<file path="src/rtl/fetch_prefetch_queue_if.sv">
// Bundle of redirect/halt control, instruction-memory request/response and
// decode-side dequeue signals shared by the prefetch queue and its neighbours.
interface fetch_prefetch_queue_if #(
   parameter int DATA_W = 16,
   parameter int ADDR_W = 16,
   parameter int DEPTH  = 4
);
   logic                   redirect;
   logic [ADDR_W-1:0]      redirect_pc;
   logic                   halt_fetch;
   logic                   mem_req_valid;
   logic                   mem_req_ready;
   logic [ADDR_W-1:0]      mem_req_addr;
   logic                   mem_rsp_valid;
   logic [DATA_W-1:0]      mem_rsp_data;
   logic                   deq_valid;
   logic                   deq_ready;
   logic [DATA_W-1:0]      deq_instr;
   logic [ADDR_W-1:0]      deq_pc;
   logic [ADDR_W-1:0]      deq_pc_next;
   logic [$clog2(DEPTH):0] count;

   modport master (
      input  redirect, redirect_pc, halt_fetch, mem_req_ready,
             mem_rsp_valid, mem_rsp_data, deq_ready,
      output mem_req_valid, mem_req_addr, deq_valid, deq_instr,
             deq_pc, deq_pc_next, count
   );

   modport slave (
      output redirect, redirect_pc, halt_fetch, mem_req_ready,
             mem_rsp_valid, mem_rsp_data, deq_ready,
      input  mem_req_valid, mem_req_addr, deq_valid, deq_instr,
             deq_pc, deq_pc_next, count
   );
endinterface

</file>
<file path="src/rtl/fetch_prefetch_queue.sv">
// Instruction-fetch front end: issues in-order requests to a variable-latency
// memory, buffers returned words with their PCs and hands them to decode.
module fetch_prefetch_queue #(
   parameter int                DATA_W   = 16,
   parameter int                ADDR_W   = 16,
   parameter int                DEPTH    = 4,
   parameter int                MAX_OUT  = 4,
   parameter logic [ADDR_W-1:0] RESET_PC = '0,
   parameter int                PC_STEP  = 2
) (
   input logic                    clk_i,
   input logic                    rst_i,
   fetch_prefetch_queue_if.master bus_io
);
   localparam int                PTR_W     = $clog2(DEPTH);
   localparam int                CNT_W     = PTR_W + 1;
   localparam int                OUT_W     = $clog2(MAX_OUT + 1);
   localparam logic [ADDR_W-1:0] STEP      = ADDR_W'(PC_STEP);
   localparam logic [OUT_W-1:0]  MAX_OUT_V = OUT_W'(MAX_OUT);

   logic [ADDR_W-1:0] fetchPc_q, fetchPc_d;
   logic [ADDR_W-1:0] enqPc_q, enqPc_d;
   logic [OUT_W-1:0]  inflight_q, inflight_d;
   logic [OUT_W-1:0]  dropCnt_q, dropCnt_d;
   logic [PTR_W-1:0]  rdPtr_q, rdPtr_d;
   logic [PTR_W-1:0]  wrPtr_q, wrPtr_d;
   logic [CNT_W-1:0]  count_q, count_d;
   logic [DATA_W-1:0] instrMem_q [DEPTH];
   logic [ADDR_W-1:0] pcMem_q [DEPTH];

   logic [31:0] credit;
   logic        reqValid, reqFire, rspDrop, rspEnq, deqFire;

   // Credits count slots already promised to live in-flight requests, so a
   // response can always be written without backpressuring the memory.
   always_comb begin
      credit   = 32'(count_q) + 32'(inflight_q) - 32'(dropCnt_q);
      reqValid = !rst_i && !bus_io.redirect && !bus_io.halt_fetch &&
                 (inflight_q < MAX_OUT_V) && (credit < 32'(DEPTH));
      reqFire  = reqValid && bus_io.mem_req_ready;
      rspDrop  = bus_io.mem_rsp_valid && (dropCnt_q != '0);
      rspEnq   = bus_io.mem_rsp_valid && (dropCnt_q == '0) && !bus_io.redirect;
      deqFire  = (count_q != '0) && bus_io.deq_ready && !bus_io.redirect;
   end

   always_comb begin
      fetchPc_d  = fetchPc_q;
      enqPc_d    = enqPc_q;
      inflight_d = inflight_q + OUT_W'(reqFire) - OUT_W'(bus_io.mem_rsp_valid);
      dropCnt_d  = dropCnt_q;
      rdPtr_d    = rdPtr_q;
      wrPtr_d    = wrPtr_q;
      count_d    = count_q + CNT_W'(rspEnq) - CNT_W'(deqFire);
      if (reqFire) fetchPc_d = fetchPc_q + STEP;
      if (rspDrop) dropCnt_d = dropCnt_q - OUT_W'(1);
      if (rspEnq) begin
         enqPc_d = enqPc_q + STEP;
         wrPtr_d = wrPtr_q + PTR_W'(1);
      end
      if (deqFire) rdPtr_d = rdPtr_q + PTR_W'(1);
      if (bus_io.redirect) begin
         fetchPc_d = bus_io.redirect_pc;
         enqPc_d   = bus_io.redirect_pc;
         dropCnt_d = inflight_q - OUT_W'(bus_io.mem_rsp_valid);
         rdPtr_d   = '0;
         wrPtr_d   = '0;
         count_d   = '0;
      end
   end

   always_ff @(posedge clk_i) begin
      if (rst_i) begin
         fetchPc_q  <= RESET_PC;
         enqPc_q    <= RESET_PC;
         inflight_q <= '0;
         dropCnt_q  <= '0;
         rdPtr_q    <= '0;
         wrPtr_q    <= '0;
         count_q    <= '0;
      end else begin
         fetchPc_q  <= fetchPc_d;
         enqPc_q    <= enqPc_d;
         inflight_q <= inflight_d;
         dropCnt_q  <= dropCnt_d;
         rdPtr_q    <= rdPtr_d;
         wrPtr_q    <= wrPtr_d;
         count_q    <= count_d;
      end
   end

   always_ff @(posedge clk_i) begin
      if (rspEnq) begin
         instrMem_q[wrPtr_q] <= bus_io.mem_rsp_data;
         pcMem_q[wrPtr_q]    <= enqPc_q;
      end
   end

   assign bus_io.mem_req_valid = reqValid;
   assign bus_io.mem_req_addr  = fetchPc_q;
   assign bus_io.deq_valid     = !rst_i && (count_q != '0);
   assign bus_io.deq_instr     = instrMem_q[rdPtr_q];
   assign bus_io.deq_pc        = pcMem_q[rdPtr_q];
   assign bus_io.deq_pc_next   = pcMem_q[rdPtr_q] + STEP;
   assign bus_io.count         = count_q;
endmodule

</file>
<file path="src/flat_wrapper.sv">
// flat-port wrapper written by rule: the top's interface ports become plain ports
module fetch_prefetch_queue_flat 
#(
   parameter int                DATA_W   = 16,
   parameter int                ADDR_W   = 16,
   parameter int                DEPTH    = 4,
   parameter int                MAX_OUT  = 4,
   parameter logic [ADDR_W-1:0] RESET_PC = '0,
   parameter int                PC_STEP  = 2
)
  (clk_i, rst_i, bus_io_redirect, bus_io_redirect_pc, bus_io_halt_fetch, bus_io_mem_req_ready, bus_io_mem_rsp_valid, bus_io_mem_rsp_data, bus_io_deq_ready, bus_io_mem_req_valid, bus_io_mem_req_addr, bus_io_deq_valid, bus_io_deq_instr, bus_io_deq_pc, bus_io_deq_pc_next, bus_io_count);
  fetch_prefetch_queue_if #(.DATA_W(DATA_W), .ADDR_W(ADDR_W), .DEPTH(DEPTH)) bus_io_i ();
  input logic clk_i;
  input logic rst_i;
  input wire logic [$bits(bus_io_i.redirect)-1:0] bus_io_redirect;
  input wire logic [$bits(bus_io_i.redirect_pc)-1:0] bus_io_redirect_pc;
  input wire logic [$bits(bus_io_i.halt_fetch)-1:0] bus_io_halt_fetch;
  input wire logic [$bits(bus_io_i.mem_req_ready)-1:0] bus_io_mem_req_ready;
  input wire logic [$bits(bus_io_i.mem_rsp_valid)-1:0] bus_io_mem_rsp_valid;
  input wire logic [$bits(bus_io_i.mem_rsp_data)-1:0] bus_io_mem_rsp_data;
  input wire logic [$bits(bus_io_i.deq_ready)-1:0] bus_io_deq_ready;
  output wire logic [$bits(bus_io_i.mem_req_valid)-1:0] bus_io_mem_req_valid;
  output wire logic [$bits(bus_io_i.mem_req_addr)-1:0] bus_io_mem_req_addr;
  output wire logic [$bits(bus_io_i.deq_valid)-1:0] bus_io_deq_valid;
  output wire logic [$bits(bus_io_i.deq_instr)-1:0] bus_io_deq_instr;
  output wire logic [$bits(bus_io_i.deq_pc)-1:0] bus_io_deq_pc;
  output wire logic [$bits(bus_io_i.deq_pc_next)-1:0] bus_io_deq_pc_next;
  output wire logic [$bits(bus_io_i.count)-1:0] bus_io_count;
  assign bus_io_i.redirect = bus_io_redirect;
  assign bus_io_i.redirect_pc = bus_io_redirect_pc;
  assign bus_io_i.halt_fetch = bus_io_halt_fetch;
  assign bus_io_i.mem_req_ready = bus_io_mem_req_ready;
  assign bus_io_i.mem_rsp_valid = bus_io_mem_rsp_valid;
  assign bus_io_i.mem_rsp_data = bus_io_mem_rsp_data;
  assign bus_io_i.deq_ready = bus_io_deq_ready;
  assign bus_io_mem_req_valid = bus_io_i.mem_req_valid;
  assign bus_io_mem_req_addr = bus_io_i.mem_req_addr;
  assign bus_io_deq_valid = bus_io_i.deq_valid;
  assign bus_io_deq_instr = bus_io_i.deq_instr;
  assign bus_io_deq_pc = bus_io_i.deq_pc;
  assign bus_io_deq_pc_next = bus_io_i.deq_pc_next;
  assign bus_io_count = bus_io_i.count;
  fetch_prefetch_queue #(.DATA_W(DATA_W), .ADDR_W(ADDR_W), .DEPTH(DEPTH), .MAX_OUT(MAX_OUT), .RESET_PC(RESET_PC), .PC_STEP(PC_STEP)) u_core (.clk_i(clk_i), .rst_i(rst_i), .bus_io(bus_io_i));
endmodule
</file>
<file path="config.mk">
export PLATFORM = sky130hd
export DESIGN_NAME = fetch_prefetch_queue_flat
export DESIGN_NICKNAME = d
export VERILOG_FILES = /design/src/rtl/fetch_prefetch_queue_if.sv /design/src/rtl/fetch_prefetch_queue.sv /design/src/flat_wrapper.sv
export SDC_FILE = /design/constraint.sdc
export NUM_CORES = 1
export LEC_CHECK = 0
export ABC_AREA = 1
export CAP_MARGIN = 20
export CORE_MARGIN = 3
export CORE_UTILIZATION = 60
export CTS_CLUSTER_DIAMETER = 100
export DETAILED_ROUTE_END_ITERATION = 10
export HOLD_SLACK_MARGIN = 0.05
export PLACE_DENSITY = 0.86
export SLEW_MARGIN = 20
export SYNTH_ARGS = -nofsm -noshare
export SYNTH_HDL_FRONTEND = slang
export SYNTH_SLANG_ARGS = --single-unit
export TNS_END_PERCENT = 50
</file>
<file path="constraint.sdc">
create_clock -name clk_i -period 8.1 [get_ports clk_i]
set_input_delay 1.62 -clock clk_i [delete_from_list [all_inputs] [get_ports clk_i]]
set_output_delay 1.62 -clock clk_i [all_outputs]
set_load 0.02 [all_outputs]
</file>
==> results.cfg <==
[power_and_ir_drop]
swShare_pct = 26.1
clkPwrFrac_pct = 38.3
max-vdd-ir-drop_uv = 202
p_leak_nw = 3.89
p_seq_share_pct = 49.2
p_switching_mw = 0.541
power.density_mw_per_mm2 = 207
internal_power_mw = 1.54
combPwrFrac_pct = 12.5

[logic_synthesis]
synth_cell_types = 40
synth.most_common_cell = nand2_1
synth_top_area_share_pct = 46.1
synth_seq_cells = 175
synth_ff_type = edfxtp_1
synth_edf_count = 128
yosys.area.top_type = edfxtp_1
seq_area_frac_synth_pct = 57.4
netlist_area_mm2 = 0.00834
synthTopCellsByArea = edfxtp_1 46%, dfxtp_1 11%, nand2_1 8.3%, nor2_1 5.6%, inv_1 3.9%
avgSynthCellArea_um2 = 9.49
netlist_top_cells_count = 185 x nand2_1, 128 x edfxtp_1, 124 x nor2_1, 87 x inv_1, 65 x o21ai_0
synthArstFlopShare_pct = 0
synth_cells = 879
synth_nets = 942
yosysWarnings = 0

[worst_setup_path]
start_kind = primary input
cp-end-kind = primary output
cp_common_cell = clkdlybuf4s50_1
r2r-start = u_core.bus_io.count[0]$_SDFF_PP0_
cp_cell_sequence = clkdlybuf4s50_1 > nor2_8 > nand4_1 > nor2_1 > nand2_1 > inv_1 > clkdlybuf4s50_1
cp_slowest_stage_delay_ps = 850
critPathKind = primary input to primary output
critPathLaunch = rst_i
crit_required_ps = 6480
r2r_slack_ps = 4230
reg2reg_depth = 21
cp_slowest_cell = clkdlybuf4s50_1
worstReg2RegEnd = u_core.inflight_q[2]$_SDFF_PP0_
cp_data_arrival_time_ps = 3890
cp_max_fo = 18

[grt]
antenna_found_initial = 0
grt_pass1_wl_um = 30600
gr-total-overflow = 0
grt_usage_pct = 26.0
grt_pass1_vias = 6396
grt_max_degree = 66

[sta]
max_freq_mhz = 182
worstMarginPinSlew_ps = 941
period_share_pct = 68.0
slew-limit-headroom_pct = 37.2
setup_violations = 0
fin_tns_setup_ps = 0
fin_skew_ps = 8.38
rsz0062_at_grt = no
period_needed_ps = 5510
setup_ws_ps = 2590
hold_viol = 0
maxSlewViolCount = 0

[place]
dp_slack_ps = 2620
numPortBuffers = 107
place_hpwl_um = 12400
globalplace.congestion = 0.902

[clock_network]
cts_root_buffer = clkbuf_16
cts_made_buffers = 17
cts_resized = 0
clk_pin_slew_ps = 60
clkSinkCount = 175
cts_tree = built
htree_levels = 4
clock_latency_ps = 430
clk_path_buf_depth = 2
post_cts_buffers = 0
hold_buffers = 0

[route]
routed_wl_um = 19100
drt_iter0_drc = 646
wl_met3_um = 1250
highest_layer = met4
routedWlPerCell_um = 16.3
postRouteAntennaNets = 0
wl_met2_um = 9710
drc = 0
viasPerCell = 5.63
dr.pass1.iters = 5
wl_met1_um = 7840
num_vias = 6577

[die]
die_y_um = 124
die-area_mm2 = 0.0154
initial_utilization_pct = 62.2
ios = 108
die_x_um = 124
row_count = 42
core_area_mm2 = 0.0134

[hold_path]
worstHoldStart = u_core.rdPtr_q[1]$_SDFFE_PP0P_
hold_path_end = u_core.rdPtr_q[1]$_SDFFE_PP0P_
min_path_cells = 2
hold_path_class = register to register

[final_layout]
nFillCells = 903
n_antenna_cell = 0
syn_to_final_growth_pct = 20.5
drive_gt1_share_pct = 8.27
nets = 1042

[outcome]
status = complete, no violations

[job]
drv_cap = 0
-- final cells by class --
type | instances | area [um2] | share of cell area [%]
tap | 176 | 220 | 2.19
inverter | 91 | 348 | 3.46
timing repair buffer | 114 | 1120 | 11.2
sequential | 175 | 4790 | 47.6
clock inverter | 14 | 154 | 1.53
clock buffer | 18 | 429 | 4.27
multi-input combinational | 580 | 2990 | 29.7
-- sequential cells by signal, indices dropped and copies added (netlist names), named ones only --
signal                      count
u_core.enqPc_q                 16
u_core.wrPtr_q                  2
u_core.instrMem_q              64
u_core.bus_io.count             3
u_core.rdPtr_q                  2
u_core.dropCnt_q                3
u_core.inflight_q               3
u_core.bus_io.mem_req_addr     16
u_core.pcMem_q                 64
-- critical path: cells and delay by family --
family / cells / cell delay [ps]
buffers and inverters: 3 / 1490
AND/OR/NAND/NOR: 4 / 770
-- logic make-up after synthesis --
kind of cell,Yosys count,synth area share [%]
adder cells (fa/ha/maj),24,3.87
flip-flops,175,57.4
AND/OR/NAND/NOR,420,22.2
buffers and inverters,124,6.93
XOR/XNOR,19,2.00
AO/OA/AOI/OAI,117,7.65
-- worst max-delay path by stage --
stage                                      end  slack (ps)  depth (start not counted)
after global placement    bus_io_mem_req_valid        2650                          7
after floorplan           bus_io_mem_req_valid        4090                         14
final                     bus_io_mem_req_valid        2590                          7
after global routing      bus_io_mem_req_valid        2470                          7
after detailed placement  bus_io_mem_req_valid        2620                          7
after CTS                 bus_io_mem_req_valid        2590                          7
-- layer usage --
layer	vias up	track usage, %
met5	-	0
met3	29	5.68
met4	0	11.2
met2	266	43.9
met1	3143	32.3
li1	3139	-
-- power groups by stage --
stage,clock network [mW],registers [mW],logic [mW]
after floorplan,0,1.04,0.154
after global placement,0,1.04,0.250
after detailed placement,0,1.04,0.257
after CTS,0.805,1.02,0.260
after global routing,0.833,1.03,0.290
final,0.795,1.02,0.259
-- layout by cell type, fill, tap and decap left out, types with 4 or more instances in the layout --
master and instances:
a21oi_1 22, a31oi_1 5, buf_4 7, clkbuf_16 17, clkdlybuf4s50_1 107, clkinvlp_4 6, dfxtp_1 46, edfxtp_1 128
ha_1 21, inv_1 87, inv_8 4, nand2_1 185, nand2_2 12, nand3_1 58, nand3_2 8, nand4_1 12
nor2_1 120, nor2_2 10, o21ai_0 65, o22ai_1 19, xor2_1 18
-- stage by stage --
stage | util, % | power, mW | instance area [um2] | hold slack, ps | cells
2_1_floorplan | - | 1.19 | 8340 | 436 | 879
3_3_place_gp | 70.6 | 1.29 | 9470 | 452 | 1136
3_5_place_dp | 70.6 | 1.30 | 9470 | 463 | 1136
4_1_cts | 75.0 | 2.09 | 10000 | 477 | 1168
5_1_grt | 75.0 | 2.15 | 10000 | 515 | 1168
6_report | 75.0 | 2.08 | 10000 | 478 | 1168
Power figures use the tool's default switching activity.
